## src/rtl/alu_pkg.sv

```systemverilog
// alu_pkg: operation group and sub-op encodings shared by the ALU blocks
package alu_pkg;
  localparam logic [1:0] ALU_ARITH = 2'b00;
  localparam logic [1:0] ALU_LOGIC = 2'b01;
  localparam logic [1:0] ALU_SHR   = 2'b10;
  localparam logic [1:0] ALU_SHL   = 2'b11;
  localparam logic [1:0] ARITH_TFR = 2'b00;
  localparam logic [1:0] ARITH_ADD = 2'b01;
  localparam logic [1:0] ARITH_SUB = 2'b10;
  localparam logic [1:0] ARITH_DEC = 2'b11;
  localparam logic [1:0] LOG_AND   = 2'b00;
  localparam logic [1:0] LOG_OR    = 2'b01;
  localparam logic [1:0] LOG_XOR   = 2'b10;
  localparam logic [1:0] LOG_NOT   = 2'b11;
endpackage

```

## src/rtl/alu_arith_unit.sv

```systemverilog
// alu_arith_unit: combinational Y-select plus carry-in adder, sum = A + Y + Cin
module alu_arith_unit
  import alu_pkg::*;
#(
  parameter int WIDTH = 32
) (
  input  logic [WIDTH-1:0] a,
  input  logic [WIDTH-1:0] b,
  input  logic             cin,
  input  logic [1:0]       op,
  output logic [WIDTH-1:0] sum,
  output logic             carry
);
  logic [WIDTH-1:0] y;
  always_comb begin
    y = op == ARITH_TFR ? '0 : op == ARITH_ADD ? b : op == ARITH_SUB ? ~b : '1;
    {carry, sum} = {1'b0, a} + {1'b0, y} + {{WIDTH{1'b0}}, cin};
  end
endmodule

```

## src/rtl/alu_32bit.sv

```systemverilog
// alu_32bit: registered ALU with arithmetic, logic and 1-bit shift groups
module alu_32bit
  import alu_pkg::*;
#(
  parameter int WIDTH = 32
) (
  input  logic             clk,
  input  logic             rst_n,
  input  logic [WIDTH-1:0] A,
  input  logic [WIDTH-1:0] B,
  input  logic             Cin,
  input  logic             DinL,
  input  logic             DinR,
  input  logic [3:0]       sel,
  output logic [WIDTH-1:0] F,
  output logic             Cout
);
  logic [WIDTH-1:0] sum, log_r, f_d, f_q;
  logic             carry, cout_d, cout_q;
  logic [1:0]       grp;
  alu_arith_unit #(.WIDTH(WIDTH)) u_arith (
    .a(A), .b(B), .cin(Cin), .op(sel[1:0]), .sum(sum), .carry(carry)
  );
  always_comb begin
    grp = sel[3:2];
    log_r = sel[1:0] == LOG_AND ? A & B : sel[1:0] == LOG_OR ? A | B :
            sel[1:0] == LOG_XOR ? A ^ B : ~A;
    f_d = grp == ALU_ARITH ? sum : grp == ALU_LOGIC ? log_r :
          grp == ALU_SHR ? {DinL, A[WIDTH-1:1]} : {A[WIDTH-2:0], DinR};
    cout_d = grp == ALU_ARITH && carry;
  end
  always_ff @(posedge clk) begin
    if (!rst_n) begin
      f_q    <= '0;
      cout_q <= 1'b0;
    end else begin
      f_q    <= f_d;
      cout_q <= cout_d;
    end
  end
  assign F    = f_q;
  assign Cout = cout_q;
endmodule

```

## config.mk

```make
export PLATFORM = sky130hd
export DESIGN_NAME = alu_32bit
export DESIGN_NICKNAME = d
export VERILOG_FILES = /design/src/rtl/alu_pkg.sv /design/src/rtl/alu_arith_unit.sv /design/src/rtl/alu_32bit.sv
export SDC_FILE = /design/constraint.sdc
export NUM_CORES = 1
export LEC_CHECK = 0
export ABC_CLOCK_PERIOD_IN_PS = 9300
export CORE_MARGIN = 3
export CORE_UTILIZATION = 59
export DETAILED_ROUTE_END_ITERATION = 7
export PLACE_DENSITY = 0.88
export SLEW_MARGIN = 20
export SYNTH_ARGS = -nofsm -noshare
export SYNTH_HDL_FRONTEND = slang
export SYNTH_SLANG_ARGS = --single-unit
```

## constraint.sdc

```tcl
create_clock -name clk -period 9.3 [get_ports clk]
set_input_delay 1.395 -clock clk [delete_from_list [all_inputs] [get_ports clk]]
set_output_delay 1.395 -clock clk [all_outputs]
set_load 0.01 [all_outputs]
```

==> summary.txt <==
Status
  – Status: complete, no violations

Power
  – Net load switching power: 260 uW
  – Power Dens Cells: 96.2 mW/mm^2
  – Power, Total: 670 uW
  – P_leak: 0.00318 uW
  – Peak VDD IR: 0.0675 mV
  – Sw Share: 38.8%
  – Clk pwr share: 17.5%
  – Internal power: 410 uW
  – Comb power frac: 58.3%
  – Sequential power share: 24.2%

Hold path
  – Hold Path Class: input pin to register

Layout
  – Number of fill cells in the layout: 733
  – Seq. cell area: 661 um^2
  – Layout net count: 926
  – Diode count: 0
  – Area Overhead vs Synth: 19.8%
  – Layout cell share with drive strength beyond 1: 13.6%
  – Area of the multi-input gates: 0.00456 mm^2
  – Final core occ: 74.0%

Global route
  – GRT Residual Overflow: 0
  – Total GRT Usage: 28.1%
  – Largest net degree at the start of global routing: 68
  – Initial antenna violation count: 0
  – Number of global-route vias before repair: 5,422
  – Wire length of the first global-routing pass: 26.0 mm

Synthesis
  – Register area share after synthesis: 11.4%
  – Yosys top cell area share: 20.4%
  – Async S/R FF share, synth: 0%
  – Synth cell types: 58
  – Post-synth EDFFs: 0
  – Post-synth net total: 852
  – Most used DFF post-synth: dfxtp_1
  – Yosys warns: 0
  – Count leader, synth: inv_1
  – Syn avg cell area: 8.53 um^2
  – Flops & latches, synth: 33
  – Yosys top cell by area: ha_1
  – Mapped Area: 0.00582 mm^2
  – List of most frequent post-synthesis cells: inv_1, ha_1, a21oi_1
  – Top post-synthesis cells by area: ha_1, mux4_2, dfxtp_1
  – Cell count after synthesis: 682

Clocking
  – Setup Buffers After CTS: 0
  – CTS tree: built
  – Worst-case clock buffer depth: 2
  – Clk sinks: 33
  – Hold-fix buffers at CTS: 0
  – Clock slew at reported path FFs: 0.07 ns
  – # resized after CTS: 0
  – CTS H-tree depth: 2
  – Root Driver: clkbuf_8
  – Num CTS Buffers: 5

Worst setup path
  – Crit path cell chain: clkdlybuf4s50_1 -> mux2_2 -> fa_1 -> fa_1 -> a21o_1 -> a221oi_2 -> or4_4 -> a311o_1 -> xnor2_1 -> mux4_2 -> and2_1
  – CP max stage delay: 0.53 ns
  – Crit-path max FO: 5
  – Type of origin of the critical path: input pin
  – Slowest cell on crit path: clkdlybuf4s50_1
  – Setup CP Type: input pin to register
  – Nature of the critical path endpoint: register
  – Critical path arrival: 4.99 ns
  – CP required: 9.48 ns
  – Critical Path Most Common Cell: fa_1

Detailed routing
  – DRC viols: 0
  – Initial detailed-routing violation count: 298
  – Vias: 5,438
  – WL per Instance: 17.8 um
  – Vias/cell: 6.14
  – WL final: 15.7 mm
  – Routed Antenna Nets: 0
  – Iteration count of the initial detailed-routing pass: 4

Die
  – Width of the die: 105 um
  – Die area: 0.0111 mm^2
  – Die Ht: 105 um
  – CORE AREA: 0.00942 mm^2
  – Initial Util: 61.8%
  – Row Count: 35
  – IO Count: 106

Timing
  – Total negative slack: 0 ns
  – F_max: 0.208 GHz
  – Slew Limit Fails: 0
  – Worst-Margin Slew: 0.831 ns
  – Slew HR: 44.6%
  – Period minus WS final: 4.81 ns
  – Unrepaired setup endpoints after global routing: no
  – PnR worst setup slack: 4.49 ns
  – Final hold vios: 0
  – Final Setup Violations: 0
  – Tcrit/Tclk final: 51.7%

Place
  – Port Buffers: 105
  – Place WS: 4.24 ns
  – Final GP Congestion: 0.935
  – HPWL after DPL: 11.8 mm

Flow run
  – Max_cap viols: 0
==> logic make-up (layout without fill, tap and decap cells) <==
family,Yosys count,after routing,synth area share (%)
XOR/XNOR,19,19,2.86
AND/OR/NAND/NOR,135,135,11.7
flip-flops,33,33,11.4
buffers and inverters,158,232,10.3
adder cells (fa/ha/maj),97,97,21.1
multiplexers,85,85,25.7
AO/OA/AOI/OAI,155,155,16.9
==> cell type report <==
cell class | count | area share (%)
Sequential cell | 33 | 9.48
Clock buffer | 7 | 1.24
Multi-Input combinational cell | 491 | 65.4
Timing Repair Buffer | 110 | 15.4
Tap cell | 129 | 2.32
Inverter | 115 | 6.19
==> worst max-delay path: cells and delay by family <==
family	cells	cell delay (ns)
mux	2	0.81
xor+xnor	1	0.10
buf+inv	1	0.53
compound gates	3	0.94
simple gates	2	0.40
fa+ha+maj	2	0.82
==> power by group through the flow <==
stage	logic [uW]	registers, uW	clock network (uW)
after detailed placement	384	165	0
after global routing	425	163	126
after CTS	387	162	119
after global placement	369	165	0
after floorplan	243	173	0
final	391	162	117
==> stage by stage <==
step	cell area, um^2	std cells	hold slack, ns
global placement	6880	878	2.13
global route	6970	885	1.95
detailed placement	6880	878	2.13
CTS	6970	885	1.90
floorplan	5820	682	1.60
finish	6970	885	1.92
==> metal layers <==
| metal | track usage, % | wire (um) | up-vias |
|---|---|---|---|
| met4 | 7.97 | 274 | 0 |
| li1 | - | - | 2586 |
| met1 | 36.8 | 6680 | 2636 |
| met2 | 49.0 | 7980 | 190 |
| met5 | 0 | 0 | - |
| met3 | 3.18 | 796 | 26 |
==> sequential cells by signal, indices dropped and copies added, names as in the netlist <==
signal	count
Cout	1
F	32
==> layout by cell type (no fill, tap or decap), types with 4 or more instances in the layout <==
cell,n
nand3_1,11
inv_1,115
buf_4,5
o21ai_0,32
a21oi_1,52
a21o_1,17
nand4_1,13
and3_1,6
nand2_1,48
o211ai_1,10
clkbuf_8,6
a211oi_1,7
mux4_2,48
xor2_1,6
o21bai_1,4
mux2i_1,4
and2_1,17
nor2_1,16
mux2_2,33
dfxtp_1,33
a31oi_1,8
nor3_1,6
clkdlybuf4s50_1,102
ha_1,95
xnor2_1,13
or3_1,4
==> final timing paths <==
path / startpoint / end / slack (ns) / depth (start not counted)
hold / removal: sel[2] / F[22] / 1.92 / 4
setup / recovery: B[0] / F[18] / 4.49 / 11
No activity file was read; power rests on OpenSTA's default activity.
